$ cat src/rtl/sobol_seq_gen_pkg.sv
// Shared widths, state encoding and reset defaults for the Sobol sequence generator.
package sobol_seq_gen_pkg;

  localparam int BITWIDTH    = 4;
  localparam int LOGBITWIDTH = 2;

  typedef logic [BITWIDTH-1:0]    word_t;
  typedef logic [LOGBITWIDTH-1:0] idx_t;

  typedef enum logic {
    IDLE = 1'b0,
    RUN  = 1'b1
  } state_e;

  // First-dimension (van der Corput) direction vector for index i.
  function automatic word_t defaultVector(input int i);
    return word_t'(1) << (BITWIDTH - 1 - i);
  endfunction

endpackage

$ cat src/rtl/sobol_seq_gen_if.sv
// Control, direction-vector load and sample-stream signals of the Sobol generator.
interface sobol_seq_gen_if;
  import sobol_seq_gen_pkg::*;

  logic  start;
  logic  stop;
  logic  dv_we;
  idx_t  dv_addr;
  word_t dv_data;
  logic  out_ready;
  logic  out_valid;
  word_t sobol_out;
  logic  seq_wrap;
  logic  busy;

  // The generator itself: consumes control and load strobes, sources the sample stream.
  modport master (
    input  start, stop, dv_we, dv_addr, dv_data, out_ready,
    output out_valid, sobol_out, seq_wrap, busy
  );

  // The controller/consumer side.
  modport slave (
    output start, stop, dv_we, dv_addr, dv_data, out_ready,
    input  out_valid, sobol_out, seq_wrap, busy
  );

endinterface

$ cat src/rtl/sobol_seq_gen_lsz.sv
// Least-significant-zero finder: locates the bit that flips between successive Gray codes.
module sobol_seq_gen_lsz
  import sobol_seq_gen_pkg::*;
(
  input  word_t iGray,
  output idx_t  lszIdx,
  output word_t lszOneHot
);

  // Isolate the lowest zero bit as a one-hot word (all zeros when iGray is all ones).
  assign lszOneHot = ~iGray & (iGray + word_t'(1));

  // Scan from the top so the lowest zero seen last wins; all-ones input yields index 0.
  always_comb begin
    lszIdx = '0;
    for (int i = BITWIDTH - 1; i >= 0; i--) begin
      if (!iGray[i]) begin
        lszIdx = idx_t'(i);
      end
    end
  end

endmodule

$ cat src/rtl/sobol_seq_gen.sv
// Sobol sequence generator: Gray-code XOR update over a loadable direction-vector table,
// streamed out through a valid/ready handshake.
module sobol_seq_gen
  import sobol_seq_gen_pkg::*;
(
  input  logic             clk,
  input  logic             rst_n,
  sobol_seq_gen_if.master  bus
);

  state_e state_q, state_d;
  word_t  cnt_q, cnt_d;
  word_t  sobol_q, sobol_d;
  logic   wrap_q, wrap_d;
  word_t  vec_q [BITWIDTH];

  idx_t   lszIdx;
  word_t  lszOneHotUnused;
  logic   xfer;
  logic   cntFull;
  logic   dvWrite;

  sobol_seq_gen_lsz u_lsz (
    .iGray     (cnt_q),
    .lszIdx    (lszIdx),
    .lszOneHot (lszOneHotUnused)
  );

  assign xfer    = (state_q == RUN) && bus.out_ready;
  assign cntFull = &cnt_q;
  assign dvWrite = (state_q == IDLE) && bus.dv_we && (int'(bus.dv_addr) < BITWIDTH);

  // FSM state register.
  always_ff @(posedge clk or negedge rst_n) begin
    if (!rst_n) begin
      state_q <= IDLE;
    end else begin
      state_q <= state_d;
    end
  end

  // FSM next state: start only matters in IDLE, stop only in RUN, so start wins when both arrive in IDLE.
  always_comb begin
    state_d = state_q;
    case (state_q)
      IDLE: if (bus.start) state_d = RUN;
      RUN:  if (bus.stop)  state_d = IDLE;
    endcase
  end

  // FSM outputs plus the registered sample and wrap pulse.
  always_comb begin
    bus.out_valid = (state_q == RUN);
    bus.busy      = (state_q == RUN);
    bus.sobol_out = sobol_q;
    bus.seq_wrap  = wrap_q;
  end

  // Sample datapath next state: stop clears and overrides any concurrent transfer.
  always_comb begin
    cnt_d   = cnt_q;
    sobol_d = sobol_q;
    wrap_d  = 1'b0;
    if ((state_q == RUN) && bus.stop) begin
      cnt_d   = '0;
      sobol_d = '0;
    end else if (xfer) begin
      if (cntFull) begin
        cnt_d   = '0;
        sobol_d = '0;
        wrap_d  = 1'b1;
      end else begin
        cnt_d   = cnt_q + word_t'(1);
        sobol_d = sobol_q ^ vec_q[lszIdx];
      end
    end
  end

  // Sample datapath registers.
  always_ff @(posedge clk or negedge rst_n) begin
    if (!rst_n) begin
      cnt_q   <= '0;
      sobol_q <= '0;
      wrap_q  <= 1'b0;
    end else begin
      cnt_q   <= cnt_d;
      sobol_q <= sobol_d;
      wrap_q  <= wrap_d;
    end
  end

  // Direction-vector table: reset to van der Corput, writable only while idle.
  always_ff @(posedge clk or negedge rst_n) begin
    if (!rst_n) begin
      for (int i = 0; i < BITWIDTH; i++) begin
        vec_q[i] <= defaultVector(i);
      end
    end else if (dvWrite) begin
      vec_q[bus.dv_addr] <= bus.dv_data;
    end
  end

endmodule
$ cat src/flat_wrapper.sv
// flat-port wrapper written by rule: the top's interface ports become plain ports
module sobol_seq_gen_flat import sobol_seq_gen_pkg::*;
  (clk, rst_n, bus_start, bus_stop, bus_dv_we, bus_dv_addr, bus_dv_data, bus_out_ready, bus_out_valid, bus_sobol_out, bus_seq_wrap, bus_busy);
  sobol_seq_gen_if bus_i ();
  input  logic clk;
  input  logic rst_n;
  input wire logic [$bits(bus_i.start)-1:0] bus_start;
  input wire logic [$bits(bus_i.stop)-1:0] bus_stop;
  input wire logic [$bits(bus_i.dv_we)-1:0] bus_dv_we;
  input wire logic [$bits(bus_i.dv_addr)-1:0] bus_dv_addr;
  input wire logic [$bits(bus_i.dv_data)-1:0] bus_dv_data;
  input wire logic [$bits(bus_i.out_ready)-1:0] bus_out_ready;
  output wire logic [$bits(bus_i.out_valid)-1:0] bus_out_valid;
  output wire logic [$bits(bus_i.sobol_out)-1:0] bus_sobol_out;
  output wire logic [$bits(bus_i.seq_wrap)-1:0] bus_seq_wrap;
  output wire logic [$bits(bus_i.busy)-1:0] bus_busy;
  assign bus_i.start = bus_start;
  assign bus_i.stop = bus_stop;
  assign bus_i.dv_we = bus_dv_we;
  assign bus_i.dv_addr = bus_dv_addr;
  assign bus_i.dv_data = bus_dv_data;
  assign bus_i.out_ready = bus_out_ready;
  assign bus_out_valid = bus_i.out_valid;
  assign bus_sobol_out = bus_i.sobol_out;
  assign bus_seq_wrap = bus_i.seq_wrap;
  assign bus_busy = bus_i.busy;
  sobol_seq_gen u_core (.clk(clk), .rst_n(rst_n), .bus(bus_i));
endmodule
$ cat config.mk
export PLATFORM = sky130hd
export DESIGN_NAME = sobol_seq_gen_flat
export DESIGN_NICKNAME = d
export VERILOG_FILES = /design/src/rtl/sobol_seq_gen_pkg.sv /design/src/rtl/sobol_seq_gen_if.sv /design/src/rtl/sobol_seq_gen_lsz.sv /design/src/rtl/sobol_seq_gen.sv /design/src/flat_wrapper.sv
export SDC_FILE = /design/constraint.sdc
export NUM_CORES = 1
export LEC_CHECK = 0
export BUFFER_PORTS_ARGS = -buffer_cell sky130_fd_sc_hd__buf_2
export CORE_MARGIN = 2
export CORE_UTILIZATION = 30
export DETAILED_ROUTE_END_ITERATION = 12
export SLEW_MARGIN = 40
export SYNTH_ARGS = -nofsm -noshare
export SYNTH_HDL_FRONTEND = slang
export SYNTH_SLANG_ARGS = --single-unit
$ cat constraint.sdc
create_clock -name clk -period 1.9 [get_ports clk]
set_input_delay 0 -clock clk [delete_from_list [all_inputs] [get_ports clk]]
set_output_delay 0 -clock clk [all_outputs]
set_load 0.05 [all_outputs]
Word-level counts from Yosys, hierarchy flattened. Cells that the tools add are included.

Bits in registers: 26. Output and inout bits: 7.

Add/sub/neg operators: 1. Magnitude comparators: 3. Muxes and demuxes: 22. Bitwise operators: 4. Reduce and logical (&&, ||, !) cells: 6.

Operators with widths (count): two-way mux 4 bit (9); bitwise mux 16 bit (1); binary-select mux 4 bit (select 2 bit) (1); demux 4 bit (select 2 bit) (1); two-way mux 2 bit (4); >= comparator 3 bit, second input constant (2); NOT 2 -> 3 bit (2); two-way mux 1 bit (5); adder 4 x 1 -> 4 bit, second input constant (1); logical AND 1 bit (4); AND reduction 4 bit (1); XOR 4 bit (1); less-than comparator 3 x 1 -> 1 bit, second input constant (1); one-hot mux 1 bit (2 select lines) (1); nonzero test 2 bit (1); NOT 1 bit (1).

Depth between registers and ports, before layout. Gate-level depths: netlist (run 1).

Depth after elaboration: 12. Mapped depth: 6. Depth with buffers taken out: 4.

Modules after synthesis. From an unflattened synthesis (run 1), not the netlist that was laid out.

Cell total of the unflattened synthesis: 102. Area total of the unflattened synthesis: 1262.5 um^2.

By module, submodules not included: sobol_seq_gen (times used 1, cells an instance 94, area an instance 1223.7 um^2); sobol_seq_gen_lsz (times used 1, cells an instance 8, area an instance 38.8 um^2).

Worst setup path after synthesis (run 1). OpenSTA, ideal clock, no wires.

Path type: reg2reg. Start point: register u_core.state_q, in the netlist u_core.bus.busy. End point: register u_core.vec_q[12] in the netlist's numbering. Arrival time: 1.487 ns. Data required time: 1.775 ns. Path slack: 0.288 ns. Cell stages (with the launch flop): 4. Buffers on the path: 1. Clock period less this slack: 1.612 ns. Cell sequence: dfrtp_1 -> buf_6 -> nor4b_4 -> mux2_2.

Word-level cells in the longest chain between the ends: 2.

Ends and longest elaborated chain: from (decl) (RTL line sobol_seq_gen.sv:11) `state_e state_q, state_d;`; from (signal assigned) (RTL line sobol_seq_gen.sv:38) `state_q <= state_d;`; NOT 1 bit (RTL line sobol_seq_gen.sv:31) `assign dvWrite = (state_q == IDLE) && bus.dv_we && (int'(bus.dv_addr) < BITWIDTH);`; logical AND 1 bit (RTL line sobol_seq_gen.sv:31); to (signal, indexed assignment) (RTL line sobol_seq_gen.sv:96) `vec_q[i] <= defaultVector(i);`; to (signal, indexed assignment) (RTL line sobol_seq_gen.sv:99) `vec_q[bus.dv_addr] <= bus.dv_data;`; to (decl) (RTL line sobol_seq_gen.sv:15) `word_t vec_q [BITWIDTH];`.

Every way passes these cells. A chain may end at the register's enable or synchronous reset.

Worst setup path in the final report (run 1).
Start point: register u_core.state_q, in the netlist u_core.bus.busy. End point: register u_core.state_q, in the netlist u_core.bus.busy.

Word-level cells in the longest chain between the ends: 2.

Ends and longest elaborated chain: NOT 1 bit (RTL line sobol_seq_gen.sv:45) `case (state_q)`; one-hot mux 1 bit (2 select lines) * (RTL line sobol_seq_gen.sv:45); via u_core.state_d (RTL line sobol_seq_gen.sv:11).

Mark *: on every way through the listed nets, which the timed path passes. The rest lies on a longest branch.

==> impl_metrics.tcl, run 1 <==
set metrics [dict create \
    hold_violations 0 \
    status "finished clean" \
    worstPathArrival_ps 1750 \
    area_growth_syn_to_layout_pct 14.4 \
    synth-seq-cells 26 \
    grt_max_degree 27 \
    fin_crit_sh_pct 84.1 \
    worstMarginPinSlew_ps 692 \
    track_usage_pct 12.8 \
    diodes 0 \
    ys.flop_type "dfrtp_1" \
    p_leak_nw 0.706 \
    io_buffers 18 \
    path_clk_slew_ps 90 \
    clock-sinks 26 \
    grt-ovfl-total 0 \
    yosys.cell_count.top_type "dfrtp_1" \
    synthArstFlopShare_pct 100 \
    rsz0062_at_grt "false" \
    drive_gt1_share_pct 35.0 \
    cts_tree "yes" \
    antenna_left 0 \
    cts_made_buffers 3 \
    syn_inst 120 \
    drt_iter0_markers 31 \
    post_dp_cell_area_mm2 0.00148 \
    timing.hold.ws_ps 16.1 \
    synth_area_mm2 0.00137 \
    period_minus_slack_ps 1600 \
    synth_common_cells "dfrtp_1 (22), mux2_2 (17), nor2_1 (13)" \
    cap_violations 0 \
    start_util_pct 31.3 \
    cp_max_fo 10 \
    grt_pass1_vias 1079 \
    avgViaCountPerCell 5.24 \
    setup_slack_ps 302 \
    syn_avg_cell_area_um2 11.4 \
    fp.dieW_um 71.7 \
    htree_levels 1 \
    finalMaxSlewViolations 0 \
    die_h_um 71.7 \
    yosysTopAreaCellShare_pct 40.1 \
    pin_count 19 \
    drc 0 \
    post_cts_buffers 0 \
    num-fill-cells 449 \
    core_mm2 0.00438 \
    cts_root_buffer "clkbuf_8" \
    finalSetupTns_ps 0 \
    vias 1007 \
    max_slew_margin_pct 53.5 \
    rows 24 \
    seq_area_frac_synth_pct 47.7 \
    crit_path_start_kind "register" \
    nNetsFinal 154 \
    synth_top_cells_by_area "dfrtp_1 (40%), mux2_2 (14%), dfstp_2 (7.7%)" \
    post-route-cell-area_mm2 0.00157 \
    post_drt_wl_per_cell_um 15.7 \
    stdcell_count 192 \
    synth_top_cell_by_area "dfrtp_1" \
    power.density_mw_per_mm2 1050 \
    synthesis.nets 133 \
    worstSetupPathType "register to register" \
    dp_cells 184 \
    first_pass_iters 4 \
    finClkSkew_ps 0.965 \
    dpl_worst_slack_ps 362 \
    die-area_mm2 0.00514 \
    fmax_mhz 626 \
    clk_path_buf_depth 2 \
    antenna_found_initial 0 \
    worstPathRequired_ps 2060 \
    ys.warnings.count 0 \
    setup_viol 0 \
    synth-edff-count 0 \
    dp_hpwl_mm 2.22 \
    clkLatencyLatePin_ps 270 \
    end_kind "register" \
    ys_types 29 \
    grt_pass1_wl_mm 5.12 \
    slowest_delay_ps 580 \
    gp_congestion 0.765 \
    hp-class "input port to register" \
    crit_chain "inv_1 -> nand2_1 -> o21ai_0 -> dlygate4sd3_1" \
    drt-total-wl_mm 3.01 \
    crit_slowest_cell "dlygate4sd3_1" \
    vdd_drop_max_v 0.000569 \
]
==> area by class of cell <==
type                    instances  area (um2)  share of cell area, %
flip-flops and latches         26         656                   41.7
multi-input cells              86         654                   41.6
repair buffers                 23         138                   8.76
well taps                      52        65.1                   4.14
clock buffers                   4        55.1                   3.50
inverters                       1        3.75                  0.239
==> timing repair <==
item	4_1_cts	5_1_grt
resized for setup	0	0
hold buffers	4	0
hold endpoints to repair	24	0
==> worst paths after layout <==
| check | from | endpoint | slack, ps | cells after the start |
|---|---|---|---|---|
| min in group asynchronous | rst_n | u_core.bus.sobol_out[3] | 250 | 2 |
| max in group asynchronous | rst_n | u_core.bus.busy | 1260 | 2 |
| worst min register to register | u_core.vec_q[8] | u_core.vec_q[8] | 520 | 1 |
| worst max-delay path | u_core.bus.busy | u_core.bus.busy | 300 | 4 |
| worst max register to register | u_core.bus.busy | u_core.bus.busy | 300 | 4 |
| worst min-delay path | bus_dv_data[1] | u_core.vec_q[1] | 20 | 2 |
==> stage by stage <==
step	utilization, %	power [W]
4_1_cts	35.8	0.00168
3_3_place_gp	33.7	0.00128
2_1_floorplan	-	0.00119
6_report	35.8	0.00166
5_1_grt	35.8	0.00177
3_5_place_dp	33.7	0.00130
==> metal layers <==
metal  wire length, um  global-route usage, %  up-vias
li1                  -                      -      476
met1              1390                   15.4      510
met2              1480                   22.6       17
met3                98                   3.52        4
met4                42                   2.94        0
met5                 0                      0        -
==> report_power, final <==
part           total [W]  switching [W]  internal [W]
Sequential      0.000822       0.000117      0.000705
Clock           0.000359       0.000174      0.000185
Combinational   0.000476       0.000258      0.000218
==> flip-flops by register name, summed over array words and instances (netlist names) <==
signal,flops
u_core.bus.sobol_out,4
u_core.bus.seq_wrap,1
u_core.vec_q,16
u_core.bus.busy,1
u_core.cnt_q,4
==> worst max-delay path, delay by kind of cell, from the launching register on <==
kind                   cells  cell delay (ps)
and+or+nand+nor            1               90
AOI/OAI and AO/OA          1               90
DFF                        1              550
buffers and inverters      2              750
==> logic make-up after synthesis <==
logic type / after synthesis / synth area share (%)
DFF: 26 / 47.7
muxes: 18 / 14.7
and+or+nand+nor: 42 / 20.3
buffers and inverters: 8 / 4.64
AOI/OAI and AO/OA: 25 / 11.7
adders and majority gates: 1 / 0.911
==> cell usage in the layout (no fill, tap or decap) <==
cell	instances
dfrtp_1	22
buf_2	18
mux2_2	17
nor2_1	13
a21o_1	8
nor3b_1	7
o21ai_1	5
nand3_1	5
o21a_1	4
and4_1	4
clkbuf_8	4
dlygate4sd3_1	4
dfstp_2	4
nand2_1	3
o21ai_0	3
a31oi_1	2
a21oi_1	2
and4bb_2	2
inv_1	1
nand4b_1	1
nor3b_2	1
and2_1	1
nand3_2	1
nand3b_1	1
nor2b_1	1
o2bb2ai_1	1
mux2i_1	1
nand4_1	1
nor4b_4	1
ha_1	1
buf_4	1
Note: power is estimated with default switching activity, not from simulation.
==> inputs of run 2 (changes only) <==
- clock period: 1.9 -> 1.5 ns (I/O delays scaled with it)
==> impl_metrics.tcl, run 2 (same netlist as run 1, synthesis figures left out) <==
set metrics [dict create \
    status "finished clean" \
    core_mm2 0.00438 \
    pin_count 19 \
    cp_num_buf_inv 2 \
    switchingPower_w 0.000693 \
    finClkSkew_ps 7.75 \
    final_cell_mix "dfrtp_1 (20), buf_2 (18), mux2_2 (17)" \
    hp-class "input port to register" \
    p_int_w 0.00143 \
    hold_violations 0 \
    num-fill-cells 451 \
    worstSetupPathType "register to register" \
    largest_reg_flops 16 \
    cp_max_fo 9 \
    grt_max_degree 27 \
    vdd_drop_max_v 0.000543 \
    clk_path_buf_depth 2 \
    io_buffers 18 \
    end_kind "register" \
    layout_commonest_cell "dfrtp_1" \
    rows 24 \
    die_h_um 71.7 \
    drt-total-wl_mm 2.92 \
    pwr-share-clk_pct 20.8 \
    crit_chain "inv_1 -> nand2_1 -> o21ai_0 -> dlygate4sd3_1" \
    worstMarginPinSlew_ps 707 \
    diodes 0 \
    cts_tree "yes" \
    fp.dieW_um 71.7 \
    die-area_mm2 0.00514 \
    setup_viol 0 \
    fmax_mhz 701 \
    track_usage_pct 12.5 \
    comb_power_share_pct 30.9 \
    cap_violations 0 \
    post_drt_wl_per_cell_um 14.9 \
    gp_congestion 0.797 \
    path_delay_family "buffers and inverters" \
    p_leak_nw 0.726 \
    vias 1028 \
    antenna_left 0 \
    start_util_pct 31.3 \
    first_pass_iters 4 \
    crit_slowest_cell "dlygate4sd3_1" \
    drc 0 \
    max_slew_margin_pct 52.5 \
    grt_pass1_vias 1032 \
    worstPathArrival_ps 1580 \
    antenna_found_initial 0 \
    rsz0062_at_grt "false" \
    clock-sinks 26 \
    fin_crit_sh_pct 95.1 \
    avgViaCountPerCell 5.24 \
    cts_root_buffer "clkbuf_8" \
    slowest_delay_ps 570 \
    largest-register "u_core.vec_q" \
    seq_power_share_pct 48.3 \
    finalSetupTns_ps 0 \
    nNetsFinal 158 \
    worstPathRequired_ps 1660 \
    drive_gt1_share_pct 38.9 \
    power.density_mw_per_mm2 1320 \
    finalMaxSlewViolations 0 \
    cts_made_buffers 3 \
    dp_hpwl_mm 2.18 \
    switching_share_pct 32.6 \
    period_minus_slack_ps 1430 \
    drt_iter0_markers 45 \
    grt_pass1_wl_mm 4.97 \
    crit_path_start_kind "register" \
    timing.hold.ws_ps 20.2 \
    area_growth_syn_to_layout_pct 17.4 \
    htree_levels 1 \
    grt-ovfl-total 0 \
    path_clk_slew_ps 90 \
    clkLatencyLatePin_ps 270 \
]
## run 2: layout make-up
cell class	instances	area (um2)	share of cell area [%]
Inverter	1	3.75	0.233
Timing Repair Buffer	27	170	10.6
Sequential cell	26	658	40.8
Multi-Input combinational cell	86	661	41.0
Tap cell	52	65.1	4.03
Clock buffer	4	55.1	3.41
## run 2: final timing paths
check | startpoint | endpoint | slack, ps | depth (start not counted)
min in group asynchronous | rst_n | u_core.bus.sobol_out[1] | 270 | 2
max in group asynchronous | rst_n | u_core.bus.busy | 820 | 2
max | u_core.bus.busy | u_core.bus.busy | 70 | 4
min reg2reg | u_core.vec_q[6] | u_core.vec_q[6] | 520 | 1
max reg2reg | u_core.bus.busy | u_core.bus.busy | 70 | 4
min | bus_dv_data[3] | u_core.vec_q[11] | 20 | 2
## run 2: power by group through the flow
stage	Combinational (W)	Clock (W)	Sequential, W
after detailed placement	0.000637	0	0.00104
final	0.000658	0.000442	0.00103
after global routing	0.000726	0.000493	0.00105
after global placement	0.000614	0	0.00103
after CTS	0.000652	0.000464	0.00102
after floorplan	0.000423	0	0.00108
## run 2: repair_timing
item                                    in CTS  in global routing
endpoints found under the hold margin       25                  0
gates resized for setup                      0                  3
buffers inserted                             0                  1
endpoints found under the setup margin       0                  5
hold buffers                                 5                  0
## run 2: metal layers
layer  vias to the layer above  routed length [um]  GRT usage [%]
li1                        487                   -              -
met2                        19                1480           21.1
met5                         -                   0              0
met4                         0                  30           3.56
met1                       518                1290           15.8
met3                         4                 123           3.09
## run 2: worst register-to-register path, stage by stage (launching register included)
cell	delay, ps
dfrtp_2	470
inv_1	130
nand2_1	70
o21ai_0	70
dlygate4sd3_1	570
## run 2: stage by stage
step                      std cells  instance area [um2]  power (W)  worst slack (ps)  util, %
final                           196                 1610    0.00213              73.9     36.8
after floorplan                 120                 1380    0.00151              41.0        -
after detailed placement        186                 1490    0.00168              45.7     34.0
after global routing            196                 1610    0.00227             0.855     36.8
after CTS                       195                 1600    0.00214              20.5     36.4
after global placement          186                 1490    0.00164              92.0     34.0
